===== config.mk =====
export PLATFORM = sky130hd
export DESIGN_NAME = timer_alarm
export DESIGN_NICKNAME = d
export VERILOG_FILES = /design/src/rtl/timer_alarm.sv
export SDC_FILE = /design/constraint.sdc
export NUM_CORES = 1
export LEC_CHECK = 0
export ABC_AREA = 1
export CAP_MARGIN = 20
export CORE_MARGIN = 5
export CORE_UTILIZATION = 35
export CTS_CLUSTER_DIAMETER = 50
export DETAILED_ROUTE_END_ITERATION = 16
export PLACE_DENSITY = 0.66
export SLEW_MARGIN = 10
export SYNTH_ARGS = -nofsm -noshare
export SYNTH_HDL_FRONTEND = slang
export SYNTH_SLANG_ARGS = --single-unit

===== constraint.sdc =====
create_clock -name clk -period 1.8 [get_ports clk]
set_input_delay 0.27 -clock clk [delete_from_list [all_inputs] [get_ports clk]]
set_output_delay 0.27 -clock clk [all_outputs]
set_load 0.005 [all_outputs]

===== src/rtl/timer_alarm.sv =====
// Deadline alarm on top of a free-running ns timer: arms with a relative deadline,
// clears the timer, then raises a sticky interrupt when the deadline or an overflow is seen.
//
// state | meaning
// IDLE  | disarmed, accepts a new configuration
// CLEAR | timer clear requested; ns_cnt_i is stale, no compare this cycle
// ARMED | comparing ns_cnt_i against the latched deadline
module timer_alarm #(
    parameter int NS_CNT_WIDTH = 30
) (
    input  logic                    clk,
    input  logic                    rst,
    input  logic [NS_CNT_WIDTH-1:0] ns_cnt_i,
    input  logic                    overflow_was_i,
    output logic                    to_clear_timer_o,
    input  logic                    cfg_valid_i,
    output logic                    cfg_ready_o,
    input  logic [NS_CNT_WIDTH-1:0] cfg_deadline_i,
    input  logic                    cfg_periodic_i,
    input  logic                    cancel_i,
    output logic                    irq_o,
    input  logic                    irq_ack_i,
    output logic [7:0]              miss_cnt_o,
    output logic                    busy_o
);

    localparam logic [1:0] S_IDLE  = 2'd0;
    localparam logic [1:0] S_CLEAR = 2'd1;
    localparam logic [1:0] S_ARMED = 2'd2;

    logic [1:0]              state_q, state_d;
    logic [NS_CNT_WIDTH-1:0] deadline_q, deadline_d;
    logic                    periodic_q, periodic_d;
    logic                    irq_q, irq_d;
    logic [7:0]              miss_q, miss_d;
    logic                    fire;

    // Cancel wins over a same-cycle fire, so it is folded into the fire qualifier.
    assign fire = (state_q == S_ARMED) && !cancel_i &&
                  ((ns_cnt_i >= deadline_q) || overflow_was_i);

    always_comb begin
        state_d    = state_q;
        deadline_d = deadline_q;
        periodic_d = periodic_q;
        miss_d     = miss_q;

        case (state_q)
            S_IDLE: begin
                if (cfg_valid_i) begin
                    state_d    = S_CLEAR;
                    deadline_d = cfg_deadline_i;
                    periodic_d = cfg_periodic_i;
                    miss_d     = 8'd0;
                end
            end
            S_CLEAR: begin
                state_d = cancel_i ? S_IDLE : S_ARMED;
            end
            S_ARMED: begin
                if (cancel_i) begin
                    state_d = S_IDLE;
                end else if (fire) begin
                    state_d = periodic_q ? S_CLEAR : S_IDLE;
                end
            end
            default: state_d = S_IDLE;
        endcase

        if (fire && irq_q && !irq_ack_i && (miss_q != 8'hff)) begin
            miss_d = miss_q + 8'd1;
        end

        irq_d = irq_q;
        if (fire) begin
            irq_d = 1'b1;
        end else if (irq_ack_i) begin
            irq_d = 1'b0;
        end
    end

    always_ff @(posedge clk) begin
        if (rst) begin
            state_q    <= S_IDLE;
            deadline_q <= '0;
            periodic_q <= 1'b0;
            irq_q      <= 1'b0;
            miss_q     <= 8'd0;
        end else begin
            state_q    <= state_d;
            deadline_q <= deadline_d;
            periodic_q <= periodic_d;
            irq_q      <= irq_d;
            miss_q     <= miss_d;
        end
    end

    assign to_clear_timer_o = (state_q == S_CLEAR);
    assign cfg_ready_o      = (state_q == S_IDLE);
    assign busy_o           = (state_q != S_IDLE);
    assign irq_o            = irq_q;
    assign miss_cnt_o       = miss_q;

endmodule


==> metrics.yaml <==
yosys:
  async_reset_ff_frac: 0
  ys_seq_elements: 42
  yosysTopAreaCellShare: 0.327
  yosysWarnings: 0
  synth_area_sq_um: 2570
  synth_area_per_cell_sq_um: 7.51
  synth.distinct_cells: 27
  synth_edf_count: 0
  synthCells: 342
  ys_top_cells_by_area: "dfxtp_1, ha_1, a211oi_1, inv_1, nand2_1"
  ys_top_cells_by_count: "inv_1, nand2_1, nor2_1, dfxtp_1, ha_1"
  synthFlopType: "dfxtp_1"
  yosys.area.top_type: "dfxtp_1"
  ys_seq_area_frac: 0.327
  syn-num-nets: 440
  yosysMostFrequentCell: "inv_1"
cts:
  cts_made_buffers: 5
  cts_hold_buf: 0
  cts.sinks: 42
  cts_tree: "done"
  h-tree-depth: 2
  clock_latency_ns: 0.30
  cts.path.max_buffers: 2
  cts_root_buffer: "clkbuf_8"
  worst_setup_hold_path_clk_slew_ns: 0.09
route:
  vias: 2423
  drtIter0Drc: 48
  drc_errors: 0
  via_per_inst: 4.65
  drtPass1Iterations: 5
  drt-total-wl_microns: 6440
  postRouteAntennaNets: 0
  avgRoutedWirePerCell_microns: 12.4
critical_path:
  cp-start-kind: "input port"
  crit_arrival_ns: 2.04
  cp.required_ns: 2.03
  crit_type: "in2reg"
  critPathMaxFanout: 3
  end_kind: "register"
sta:
  finalClockSkew_ns: 0.00762
  finalMaxSlewViolations: 0
  max_freq_mhz: 554
  setup_viol: 2
  hold_violations: 0
  whs_ns: 0.459
  maxSlewHeadroom: 0.401
  fin_crit_ns: 1.81
  fin_crit_sh: 1.00
  tightestPinTransition_ns: 0.898
  finalWorstSetupSlack_ns: -0.00652
  rsz0062_at_grt: "true"
floorplan:
  io_pins: 79
  dieArea_sq_um: 9150
  die_w_microns: 95.7
  core_sq_um: 7210
  row_count: 31
  initial_core_util: 0.356
  die_y_microns: 95.7
run:
  maxCapViolCount: 0
pwr:
  total_power_mw: 2.59
  powerDensity_nw_per_um2: 643
  leakage_nw: 1.69
  max-vdd-ir-drop_mv: 0.295
layout:
  syn_to_final_growth_pct: 56.9
  fin_nets: 519
  final_area_sq_um: 4030
  instances_no_fill: 521
  drive_gt1_frac: 0.296
  n_antenna_cell: 0
placement:
  gp_congestion: 0.823
  place_inst: 512
  place_hpwl_microns: 4510
  placed_area_sq_um: 3440
  port_buffers: 78
hold_path:
  hold_class: "reg2reg"
global_routing:
  grt_start_max_net_pins: 43
  overflow: 0
  grt_pass1_vias: 2404
  grt_use_total: 0.141
  grt_pass1_wl_microns: 10400
  antenna_found_initial: 0
run_status:
  outcome: "finished with violations"
  violations: "negative setup slack"
## repair_timing
item | in CTS | in global routing
pin swaps | 18 | 54
setup endpoints to repair | 11 | 11
buffers inserted | 0 | 1
cloned | 0 | 0
gates resized for setup | 19 | 98
## area by class of cell
cell class | count | area [sq um]
fill | 688 | 3190
multi-input combinational | 226 | 1830
timing repair buffer | 86 | 873
sequential | 42 | 860
inverter | 60 | 225
tap | 99 | 124
clock buffer | 5 | 68.8
clock inverter | 3 | 45.0
## per-stage QoR
step | TNS, ns | setup slack, ns | utilization
after global placement | -4.17 | -0.402 | 0.477
after floorplan | 0 | 0.211 | -
after detailed placement | -4.44 | -0.429 | 0.477
after global routing | -0.888 | -0.118 | 0.558
after CTS | -0.0623 | -0.0398 | 0.504
final | -0.0109 | -0.00652 | 0.558
## cell usage in the layout, fill, tap and decap left out, drive strengths merged
cell type	instances
a211oi	29
a21o	1
a21oi	23
buf	9
bufinv	1
clkbuf	5
clkdlybuf4s50	59
clkinvlp	2
dfxtp	42
dlygate4sd2	4
dlymetal6s2s	14
ha	31
inv	60
nand2	53
nand3	17
nand3b	2
nand4	11
nor2	50
nor3	1
nor4	1
o21a	1
xnor2	2
xor2	4
## worst paths after layout
check,startpoint,to,slack (ns),depth (start not counted)
setup / recovery,ns_cnt_i[29],state_q[1],-0.007,11
setup reg to reg,deadline_q[9],miss_cnt_o[6],0.03,11
hold / removal,deadline_q[16],deadline_q[16],0.46,2
hold reg to reg,deadline_q[16],deadline_q[16],0.46,2
## sequential cells by signal, indices dropped and copies added, names as in the netlist
register / count
deadline_q: 30
miss_cnt_o: 8
state_q: 2
irq_o: 1
periodic_q: 1
## power breakdown
part / internal [mW] / total, mW / switching [mW]
clock network: 0.413 / 0.769 / 0.356
registers: 1.01 / 1.03 / 0.0258
logic: 0.395 / 0.788 / 0.393
total: 1.81 / 2.59 / 0.774
## per-layer routing
layer  part of all wire  wire [microns]  GRT usage
met3              0.042             273     0.0268
met4             0.0095              61     0.0355
met2               0.50            3230      0.246
met5                  0               0          0
met1               0.45            2880      0.176
## kinds of logic (layout without fill, tap and decap cells)
| group | count (synthesis) | count (layout) | share of synthesized area |
|---|---|---|---|
| compound gates | 54 | 54 | 0.140 |
| xor+xnor | 6 | 6 | 0.0205 |
| fa+ha+maj | 31 | 31 | 0.151 |
| buf+inv | 74 | 154 | 0.118 |
| flops | 42 | 42 | 0.327 |
| simple gates | 135 | 135 | 0.243 |
## worst max-delay path, stage by stage
cell             delay, ns
clkdlybuf4s50_1       0.50
ha_4                  0.22
a21oi_1               0.15
o21a_1                0.14
nand2_1               0.06
a21oi_2               0.15
nand4_4               0.13
buf_6                 0.16
nor2_4                0.10
inv_2                 0.05
a21oi_2               0.12
No activity file was read; power rests on OpenSTA's default activity.
